==> config.mk <==
export PLATFORM = sky130hd
export DESIGN_NAME = conv_output_packer
export DESIGN_NICKNAME = d
export VERILOG_FILES = /design/src/rtl/conv_output_packer.sv
export SDC_FILE = /design/constraint.sdc
export NUM_CORES = 1
export LEC_CHECK = 0
export CORE_UTILIZATION = 45
export CTS_BUF_LIST = sky130_fd_sc_hd__clkbuf_2
export DETAILED_ROUTE_END_ITERATION = 7
export GPL_TIMING_DRIVEN = 0
export SLEW_MARGIN = 20
export SYNTH_ARGS = -nofsm -noshare
export SYNTH_HDL_FRONTEND = slang
export SYNTH_SLANG_ARGS = --single-unit
export TNS_END_PERCENT = 5
==> constraint.sdc <==
create_clock -name clk -period 11.4 [get_ports clk]
set_clock_uncertainty 0.2 [all_clocks]
set_input_delay 1.14 -clock clk [delete_from_list [all_inputs] [get_ports clk]]
set_output_delay 1.14 -clock clk [all_outputs]
set_load 0.03 [all_outputs]
==> src/rtl/conv_output_packer.sv <==
// rtl/conv_output_packer.sv - packs convolution output elements into lane words behind a word FIFO
module conv_output_packer #(
  parameter int DATA_WIDTH         = 16,
  parameter int FEATURE_MAP_WIDTH  = 128,
  parameter int FEATURE_MAP_HEIGHT = 128,
  parameter int OUTPUT_NB_CHANNELS = 64,
  parameter int PACK               = 4,
  parameter int FIFO_DEPTH         = 8,
  localparam int XW  = $clog2(FEATURE_MAP_WIDTH),
  localparam int YW  = $clog2(FEATURE_MAP_HEIGHT),
  localparam int CW  = $clog2(OUTPUT_NB_CHANNELS),
  localparam int LVW = $clog2(FIFO_DEPTH) + 1
) (
  input  logic                         clk,
  input  logic                         rst,
  input  logic [DATA_WIDTH-1:0]        in_data,
  input  logic                         in_valid,
  input  logic [XW-1:0]                in_x,
  input  logic [YW-1:0]                in_y,
  input  logic [CW-1:0]                in_ch,
  input  logic                         relu_en,
  input  logic                         flush,
  output logic [PACK*DATA_WIDTH-1:0]   out_data,
  output logic [PACK-1:0]              out_keep,
  output logic [XW-1:0]                out_x,
  output logic [YW-1:0]                out_y,
  output logic [CW-1:0]                out_ch,
  output logic                         out_valid,
  input  logic                         out_ready,
  output logic                         overflow,
  output logic [LVW-1:0]               fifo_level
);

  localparam int LW  = $clog2(PACK);
  localparam int LW1 = LW + 1;
  localparam int PW  = $clog2(FIFO_DEPTH);
  localparam int WW  = PACK * DATA_WIDTH;
  localparam int EW  = WW + PACK + XW + YW + CW;

  // Packing stage state: lanes gathered so far and the lane-0 coordinates
  logic [LW-1:0]         lane_cnt;
  logic [WW-1:0]         acc;
  logic [XW-1:0]         x_q;
  logic [YW-1:0]         y_q;
  logic [CW-1:0]         ch_q;

  // FIFO state
  logic [EW-1:0]         mem [FIFO_DEPTH];
  logic [PW-1:0]         wr_ptr;
  logic [PW-1:0]         rd_ptr;
  logic [LVW-1:0]        count;
  logic                  ovf_q;

  // Combinational view of the word as it stands after this edge's sample
  logic [DATA_WIDTH-1:0] elem;
  logic [WW-1:0]         word_next;
  logic [XW-1:0]         x_next;
  logic [YW-1:0]         y_next;
  logic [CW-1:0]         ch_next;
  logic [LW1-1:0]        n_next;
  logic [PACK-1:0]       push_keep;
  logic                  push;
  logic                  pop;
  logic                  full;
  logic                  push_ok;

  // Optional ReLU then merge the incoming element into its lane
  always_comb begin
    elem      = (relu_en && in_data[DATA_WIDTH-1]) ? '0 : in_data;
    word_next = acc;
    for (int i = 0; i < PACK; i++) begin
      if (in_valid && lane_cnt == LW'(i)) begin
        word_next[i*DATA_WIDTH +: DATA_WIDTH] = elem;
      end
    end
    if (in_valid && lane_cnt == '0) begin
      x_next  = in_x;
      y_next  = in_y;
      ch_next = in_ch;
    end else begin
      x_next  = x_q;
      y_next  = y_q;
      ch_next = ch_q;
    end
    n_next = {1'b0, lane_cnt} + LW1'(in_valid);
    for (int i = 0; i < PACK; i++) begin
      push_keep[i] = (LW1'(i) < n_next);
    end
    // A full word always pushes; a flush pushes only if something is pending,
    // so a flush coinciding with the last element still yields one word.
    push = (n_next == LW1'(PACK)) || (flush && n_next != '0);
  end

  // FIFO handshake decode; a push into a full FIFO survives only alongside a pop
  always_comb begin
    out_valid = (count != '0);
    full      = (count == LVW'(FIFO_DEPTH));
    pop       = out_valid && out_ready;
    push_ok   = push && (!full || pop);
  end

  // Lane counter, lane accumulator and held coordinates
  always_ff @(posedge clk) begin
    if (rst) begin
      lane_cnt <= '0;
      acc      <= '0;
      x_q      <= '0;
      y_q      <= '0;
      ch_q     <= '0;
    end else begin
      x_q  <= x_next;
      y_q  <= y_next;
      ch_q <= ch_next;
      if (push) begin
        // Clearing keeps unused lanes of a later partial word at zero
        lane_cnt <= '0;
        acc      <= '0;
      end else begin
        lane_cnt <= n_next[LW-1:0];
        acc      <= word_next;
      end
    end
  end

  // FIFO storage write
  always_ff @(posedge clk) begin
    if (!rst && push_ok) begin
      mem[wr_ptr] <= {word_next, push_keep, x_next, y_next, ch_next};
    end
  end

  // FIFO pointers, occupancy and sticky overflow
  always_ff @(posedge clk) begin
    if (rst) begin
      wr_ptr <= '0;
      rd_ptr <= '0;
      count  <= '0;
      ovf_q  <= 1'b0;
    end else begin
      if (push_ok) wr_ptr <= wr_ptr + 1'b1;
      if (pop)     rd_ptr <= rd_ptr + 1'b1;
      if (push_ok && !pop)      count <= count + 1'b1;
      else if (!push_ok && pop) count <= count - 1'b1;
      if (push && !push_ok) ovf_q <= 1'b1;
    end
  end

  // Head-of-FIFO payload, forced to zero while empty
  always_comb begin
    if (out_valid) begin
      {out_data, out_keep, out_x, out_y, out_ch} = mem[rd_ptr];
    end else begin
      {out_data, out_keep, out_x, out_y, out_ch} = '0;
    end
    overflow   = ovf_q;
    fifo_level = count;
  end

endmodule

==> impl_metrics.yaml, run 1 <==
die:
  ioPinCount: 136
  fp.dieW_um: 263
  die_area_mm2: 0.0693
  rows: 95
  core_area_mm2: 0.0674
  die_y_um: 263
  start_util_pct: 45.6
placement:
  dp_hpwl_um: 46600
  gp_congestion: 0.753
  place_ws_ps: 6000
  numPlacedInstances: 2677
  portBuffers: 135
sta:
  rsz0062_at_grt: "no"
  final-max-slew-violation-count: 0
  finalSetupTns_ps: 0
  fmax_mhz: 176
  min_period_over_period_pct: 49.9
  setup_slack_ps: 5710
  min_period_ps: 5690
  hold_viol_final: 0
  maxSlewHeadroom_pct: 25.2
  setup_viol: 0
  max_slew.worst_pin.slew_ps: 1110
synth:
  synthTopCellsByArea: "edfxtp_1, mux4_2, dfxtp_1"
  syn_inst: 1576
  synth_fa_ha_area_share_pct: 0.391
  yosysTopAreaCellShare_pct: 68.8
  synth_edf_count: 704
  synth_cell_types: 37
  synthFlopType: "edfxtp_1"
  synth-seq-cells: 804
  async_reset_ff_share_pct: 0
  post-synth-top-count-cell: "edfxtp_1"
  yosysWarnings: 0
  netlist_top_cells_count: "edfxtp_1, mux4_2, nor2_1, dfxtp_1"
  yosys.area_share.simple_pct: 4.56
  synth_xor_area_share_pct: 0.142
  synth_area_mm2: 0.0307
  synth_top_family_by_area: "multiplexers"
  synthMuxAreaShare_pct: 16.8
  syn_avg_cell_area_um2: 19.5
  synth.largest_area_cell: "edfxtp_1"
  synth-compound-area-share_pct: 1.28
  syn_nets: 1627
  seq_area_frac_synth_pct: 75.3
cts:
  clock_sinks: 804
  cts_hold_buffers: 0
  cts_buffers: 196
  cts_resized: 0
  cts-root-buf: "clkbuf_2"
  cts_setup_buffers: 0
  cts_max_level: 4
  cts_tree: "done"
  cts_buffer_depth: 3
  clock_latency_ps: 1350
  clk_pin_slew_ps: 90
drt:
  drtIter0Drc: 1179
  viasPerCell: 5.30
  route.vias.total: 16000
  remaining_drc_errors: 0
  detail-route-antenna-nets: 0
  first_pass_iters: 5
  routedWlPerCell_um: 23.1
  wirelength_um: 69800
min_path:
  hp-class: "register to register"
  hold_path_depth: 2
grt:
  gr-total-overflow: 0
  grt_usage_pct: 20.7
  antenna_found_initial: 5
  grt_max_degree: 20
  grt_pass1_vias: 17200
  grt_pass1_wl_um: 105000
cells_and_area:
  nNetsFinal: 2053
  stdcell_count: 3027
  layout-drive-gt1-share_pct: 30.9
  final_util_pct: 53.5
  area_delta_synth_final_pct: 17.2
worst_setup_path:
  critPathBufInv: 3
  critPathSlowestCell: "nor4_4"
  r2r_cells: 13
  slowest_delay_ps: 770
  path_depth: 5
  cp_cell_sequence: "nor4_4 -> buf_2 -> clkbuf_1 -> nor2_1 -> clkdlybuf4s50_1"
  cp_max_fo: 10
  start_kind: "register"
  arrival_ps: 4350
  reg2reg_slack_ps: 7270
  crit_required_ps: 10060
  criticalPathCategory: "register to primary output"
  worst_setup_path_end_kind: "primary output"
  cp_top_family: "buffers and inverters"
pwr:
  vdd_drop_max_mv: 0.132
  power.density_mw_per_mm2: 204
  fin_total_pwr_mw: 7.33
  p_leak_nw: 12.2
outcome:
  status: "completed"
job:
  cap_violations: 0
==> state kept, by name, summed over array words and instances, names as in the netlist, named ones only <==
register    cells
mem           704
acc            64
x_q             7
y_q             7
ch_q            6
fifo_level      4
rd_ptr          3
wr_ptr          3
lane_cnt        2
overflow        1
==> routing by layer <==
layer	routed length (um)	track usage, %	up-vias
met3	4130	4.95	109
li1	-	-	7182
met5	13	0	-
met1	30300	27.7	8271
met2	34100	33.3	473
met4	1270	7.08	2
==> power by group <==
group          switching (mW)  internal, mW  total (mW)
combinational            1.23         0.974        2.21
sequential             0.0269          3.27        3.30
clock                    1.10         0.725        1.83
==> kinds of logic (layout without fill, tap and decap cells) <==
group,after synthesis,count (layout)
flip-flops,804,804
AND/OR/NAND/NOR,299,299
multiplexers,286,286
buffers and inverters,97,672
AO/OA/AOI/OAI,76,76
adder cells (fa/ha/maj),9,9
XOR/XNOR,5,5
other,0,3
==> per-stage QoR <==
stage               hold WS (ps)  area [um2]
global placement             281       33200
finish                       297       36000
global route                 226       36000
detailed placement           272       34300
floorplan                    254       30700
CTS                          165       36000
==> cell type report <==
type / instances / area (um2)
Tap cell: 873 / 1090
Inverter: 10 / 37.5
Clock buffer: 305 / 1530
Buffer: 87 / 437
Fill cell: 5413 / 31400
Sequential cell: 804 / 23100
Multi-Input combinational cell: 675 / 7170
Clock inverter: 42 / 201
Timing Repair Buffer: 228 / 2410
Antenna cell: 3 / 7.51
==> worst reg2reg max path, cell delays in order (launching register included) <==
cell and delay (ps):
dfxtp_1 410, ha_1 190, inv_1 50, ha_1 310, or3b_1 410, a32o_1 360
inv_2 160, nand2_1 230, nor4_2 260, buf_2 280, buf_2 230, buf_2 230
buf_2 250, buf_2 230
==> final timing paths <==
path / start / end
setup / recovery: fifo_level[0]$_SDFFE_PP0P_ / out_data[54]
hold / removal: overflow$_SDFFE_PP0P_ / overflow$_SDFFE_PP0P_
setup reg to reg: lane_cnt[0]$_SDFF_PP0_ / mem[4][68]$_DFFE_PP_
hold reg to reg: overflow$_SDFFE_PP0P_ / overflow$_SDFFE_PP0P_
==> cells in the final DEF, fill, tap and decap left out, types with 4 or more instances in the layout <==
master and count:
inv_1 8, inv_2 7, clkbuf_1 32, clkinv_2 5
buf_6 30, nand3_1 4, edfxtp_1 704, buf_4 47
a21oi_1 6, o21ai_0 45, ha_1 8, mux2_4 18
clkinv_1 28, buf_2 44, nor2_1 103, clkdlybuf4s50_1 135
nand2_1 89, nor2b_1 85, o21ai_1 21, mux2i_1 89
nand3b_1 4, dfxtp_1 100, clkbuf_2 306, buf_1 10
buf_16 13, mux4_2 176
(Power assumes the default switching activity.)
==> inputs of run 2 (changes only) <==
Clock period 11.4 ns to 5.3 ns, I/O delays scaled along.
==> run 2 against run 1 <==
Against the previous run: flip-flop and latch count did not move; power up 120%; die area is the same; setup slack got worse by 5500 ps; first-iteration DRC count up 4.9%; global-route usage is essentially flat; worst hold slack worse by 120 ps; non-clock buffer count fell by 1; clock-buffer cell count increased by 1; largest power group unchanged; highest routed layer is now met4.
==> impl_metrics.yaml, run 2 (synthesized netlist as in run 1, its figures left out) <==
min_path:
  min_to: "mem[2][32]$_DFFE_PP_"
  hp-class: "input port to register"
  hold_path_depth: 3
  min_from: "in_data[8]"
cells_and_area:
  layout_commonest_cell: "edfxtp_1"
  postLayoutCellArea_mm2: 0.0365
  layout-drive-gt1-share_pct: 29.8
  largest_reg_flops: 704
  stdcell_count: 3041
  final_util_pct: 54.1
  reg_top3: "mem: 704 flops, acc: 64 flops"
  final_cell_mix: "edfxtp_1, clkbuf_2, mux4_2, clkdlybuf4s50_1, nor2_1"
  top_register: "mem"
  area_delta_synth_final_pct: 18.7
  nNetsFinal: 2054
pwr:
  combPwrFrac_pct: 29.7
  seqPwrFrac_pct: 44.3
  internal_power_mw: 10.9
  fin_total_pwr_mw: 16.0
  swShare_pct: 31.9
  power.switching_mw: 5.12
  p_leak_nw: 12.2
  p_clk_share_pct: 26.1
  vdd_drop_max_mv: 0.353
  power.density_mw_per_mm2: 440
cts:
  cts_buffer_depth: 3
  clk_pin_slew_ps: 110
  clock_latency_ps: 1400
  cts_setup_buffers: 0
  cts_tree: "done"
  clock_sinks: 804
  cts-root-buf: "clkbuf_2"
  cts_max_level: 4
  cts_buffers: 198
placement:
  place_ws_ps: 487
  gp_congestion: 0.750
  dp_hpwl_um: 45400
  portBuffers: 135
  place_area_mm2: 0.0343
  numPlacedInstances: 2651
worst_setup_path:
  crit_required_ps: 4570
  arrival_ps: 4350
  crit-reg2reg-capture: "mem[4][73]$_DFFE_PP_"
  cp_max_fo: 10
  r2r_cells: 12
  worst_setup_path_end_kind: "primary output"
  reg2reg_slack_ps: 1210
  r2r_start: "lane_cnt[0]$_SDFF_PP0_"
  criticalPathCategory: "register to primary output"
  start_kind: "register"
sta:
  fmax_mhz: 197
  min_period_ps: 5080
  setup_slack_ps: 217
  setup_viol: 0
  final-max-slew-violation-count: 0
  maxSlewHeadroom_pct: 23.4
  whs_ps: 178
  hold_viol_final: 0
  finalSetupTns_ps: 0
  max_slew.worst_pin.slew_ps: 1140
  min_period_over_period_pct: 95.9
grt:
  grtUsageMet1_pct: 27.3
  met3_usage_pct: 4.94
  grt_usage_pct: 20.7
  busiest_layer: "met2"
  grt_pass1_wl_um: 104000
  gr-total-overflow: 0
  grt_max_degree: 21
  antenna_found_initial: 4
  met2_usage_pct: 33.5
  grt_pass1_vias: 17100
drt:
  viasPerCell: 5.32
  detail-route-antenna-nets: 0
  route.vias.total: 16200
  drtIter0Drc: 1237
  routedWlPerCell_um: 23.0
  first_pass_iters: 5
  wirelength_um: 70000
  remaining_drc_errors: 0
job:
  cap_violations: 0
die:
  fp.dieW_um: 263
  ioPinCount: 136
  die_area_mm2: 0.0693
  core_area_mm2: 0.0674
  start_util_pct: 45.6
  die_y_um: 263
  rows: 95
outcome:
  status: "completed"
==> run 2: worst max path at each step <==
stage / start / endpoint
after floorplan: in_valid / mem[7][0]$_DFFE_PP_
after global placement: in_valid / mem[7][48]$_DFFE_PP_
after detailed placement: in_valid / mem[4][67]$_DFFE_PP_
after CTS: register / out_data[54]
after global routing: register / out_data[33]
final: register / out_data[40]
==> run 2: power groups by stage <==
stage	registers, mW	clock network, mW	logic [mW]
final	7.10	4.18	4.76
after CTS	7.10	4.32	4.87
after global placement	7.26	0	4.75
after detailed placement	7.24	0	4.83
after floorplan	7.25	0	3.12
after global routing	7.11	4.63	5.08
==> run 2: critical path: stages (launching register included) <==
cell,delay [ps]
dfxtp_1,330
buf_2,150
buf_1,710
buf_2,440
mux4_2,350
mux2i_1,330
nor2_1,80
clkdlybuf4s50_1,600
==> run 2: what timing repair did <==
action                     CTS  global route
hold endpoints to repair   197             0
hold buffers                25             0
resized for setup            0             1
setup endpoints to repair    0             1
==> run 2: cell type report <==
type	instances	area, um2
fillers	5448	30900
flip-flops and latches	804	23100
diodes	6	15.0
inverters	10	37.5
multi-input cells	675	7200
clock inverters	53	353
repair buffers	227	2670
plain buffers	87	437
clock buffers	306	1530
well taps	873	1090
==> run 2: layer usage <==
metal | vias to the layer above | share of wire, %
met3 | 101 | 6.2
li1 | 7199 | -
met4 | 0 | 1.9
met1 | 8367 | 43
met2 | 519 | 49
met5 | - | 0
==> inputs of run 3 (changes only) <==
Settings changed: ABC_AREA from default to 1, MAX_ROUTING_LAYER from default to met4.
==> run 3 against run 2 <==
Against the previous run: combinational power grew 25%; sequential share of layout area shrank 3.8 points; cell area up 6.3%; wire length is 29% higher; sequential power is 1% higher; global-route usage rose by 4.7 points; core utilization shrank 0.14 points; fmax rose by 1.1%; register-to-register slack gained 390 ps; setup slack better by 55 ps; critical endpoint is now out_x[4].
==> impl_metrics.yaml, run 3 <==
outcome:
  status: "completed"
worst_setup_path:
  crit_required_ps: 4570
  start_kind: "register"
  critPathBufInv: 3
  cp_max_fo: 10
  cp_cell_sequence: "nor2_1 -> nand3_1 -> buf_2 -> buf_1 -> nand2_1 -> nor2_1 -> clkdlybuf4s50_1"
  cpMostUsedCell: "nor2_1"
  r2r_cells: 12
  criticalPathCategory: "register to primary output"
  arrival_ps: 4300
  worst_setup_path_end_kind: "primary output"
  slowest_delay_ps: 720
  critPathSlowestCell: "clkdlybuf4s50_1"
  path_depth: 7
  cp_top_family: "buffers and inverters"
die:
  die_area_mm2: 0.0740
  ioPinCount: 136
  start_util_pct: 45.7
  rows: 98
  fp.dieW_um: 272
  core_area_mm2: 0.0719
  die_y_um: 272
synth:
  syn_avg_cell_area_um2: 10.5
  yosysWarnings: 0
  synth-seq-cells: 804
  synth_cell_types: 22
  post-synth-top-count-cell: "nand2_1"
  async_reset_ff_share_pct: 0
  synthFlopType: "edfxtp_1"
  syn_inst: 3134
  seq_area_frac_synth_pct: 70.5
  synth.largest_area_cell: "edfxtp_1"
  netlist_top_cells_count: "nand2_1, edfxtp_1, nor2_1, inv_1, o21ai_0"
  yosysTopAreaCellShare_pct: 64.4
  syn_nets: 3185
  synth_area_mm2: 0.0328
  synth_edf_count: 704
  synthTopCellsByArea: "edfxtp_1, nand2_1, nor2_1"
cells_and_area:
  postLayoutCellArea_mm2: 0.0388
  reg_top3: "mem: 704 flops, acc: 64 flops"
  layout_commonest_cell: "nand2_1"
  final_cell_mix: "nand2_1, edfxtp_1, nor2_1, clkbuf_2, inv_1"
  nNetsFinal: 3626
  layout-drive-gt1-share_pct: 12.2
  multi_input_area_mm2: 0.00785
  fillCellCount: 6346
  area_delta_synth_final_pct: 18.1
  final_util_pct: 54.0
  largest_reg_flops: 704
  register_area_mm2: 0.0231
  top_register: "mem"
cts:
  cts-root-buf: "clkbuf_2"
  cts_buffer_depth: 3
  cts_tree: "done"
  clk_pin_slew_ps: 120
  clock_latency_ps: 1430
  cts_max_level: 4
  clock_sinks: 804
  cts_buffers: 201
sta:
  setup_viol: 0
  min_period_ps: 5030
  maxSlewHeadroom_pct: 39.8
  hold_viol_final: 0
  final-max-slew-violation-count: 0
  min_period_over_period_pct: 94.9
  rsz0062_at_grt: "no"
  max_slew.worst_pin.slew_ps: 902
  setup_slack_ps: 272
  fmax_mhz: 199
min_path:
  hp-class: "input port to register"
  hold_path_depth: 4
drt:
  viasPerCell: 5.14
  remaining_drc_errors: 0
  wirelength_um: 90300
  first_pass_iters: 5
  drtIter0Drc: 1933
  route.vias.total: 24000
  detail-route-antenna-nets: 0
  routedWlPerCell_um: 19.3
placement:
  place_ws_ps: 825
  gp_congestion: 0.853
  portBuffers: 135
  place_area_mm2: 0.0363
  dp_hpwl_um: 59400
pwr:
  fin_total_pwr_mw: 17.3
  vdd_drop_max_mv: 0.404
  p_leak_nw: 15.9
  power.density_mw_per_mm2: 447
grt:
  gr-total-overflow: 0
  grt_usage_pct: 25.4
  grt_pass1_vias: 24300
  grt_max_degree: 27
  antenna_found_initial: 3
  grt_pass1_wl_um: 137000
job:
  cap_violations: 0
## run 3: area by class of cell
cell class | instances | area share (%)
multi-input combinational | 1855 | 20.2
antenna | 3 | 0.0194
sequential | 804 | 59.7
buffer | 171 | 1.95
timing repair buffer | 238 | 7.39
clock buffer | 298 | 3.85
clock inverter | 50 | 0.881
tap | 950 | 3.06
inverter | 304 | 2.95
## run 3: per-stage QoR
| step | hold slack (ps) | TNS [ps] | std cells |
|---|---|---|---|
| after floorplan | 246 | -478180 | 3134 |
| after global placement | 259 | -3367890 | 4219 |
| after detailed placement | 259 | 0 | 4253 |
| after CTS | 68.8 | 0 | 4670 |
| after global routing | 159 | 0 | 4673 |
| final | 189 | 0 | 4673 |
## run 3: final timing paths
check	startpoint	endpoint	slack (ps)
min reg2reg	acc[47]$_SDFF_PP0_	acc[47]$_SDFF_PP0_	270
max	fifo_level[0]$_SDFFE_PP0P_	out_x[4]	270
max reg2reg	lane_cnt[0]$_SDFF_PP0_	mem[6][69]$_DFFE_PP_	1600
min	in_x[6]	x_q[6]$_SDFF_PP0_	190
## run 3: tightest hold or removal path, cell delays in order
cell and delay (ps):
dlygate4sd3_1 520, clkdlybuf4s50_1 530, o21ai_1 100, nor2_1 110
## run 3: what timing repair did
item / 4_1_cts / 5_1_grt
resized for setup: 0 / 3
buffers inserted: 0 / 0
hold buffers: 69 / 0
endpoints found under the setup margin: 0 / 1
hold endpoints to repair: 327 / 0
## run 3: logic make-up (layout without fill, tap and decap cells)
family	Yosys count	in the layout	synth area share, %
AOI/OAI and AO/OA	360	360	5.49
xor gates and xnor gates	4	4	0.107
adders and majority gates	9	9	0.366
buffers and inverters	475	1061	5.78
DFF	804	804	70.5
other	0	3	0
and+or+nand+nor	1482	1482	17.8
## run 3: routing by layer
| metal | vias to the layer above | share of wire [%] | GRT usage [%] |
|---|---|---|---|
| met2 | 912 | 47 | 40.1 |
| met3 | 185 | 6.9 | 5.35 |
| met5 | - | 0 | - |
| met4 | 0 | 3.0 | 10.6 |
| met1 | 11600 | 43 | 31.9 |
| li1 | 11300 | - | - |
## run 3: power by group
part           internal [mW]  switching (mW)  leakage [nW]
combinational           1.85            4.11          7.14
clock                   1.73            2.46          1.40
sequential              7.12          0.0609          7.36
total                   10.7            6.63          15.9
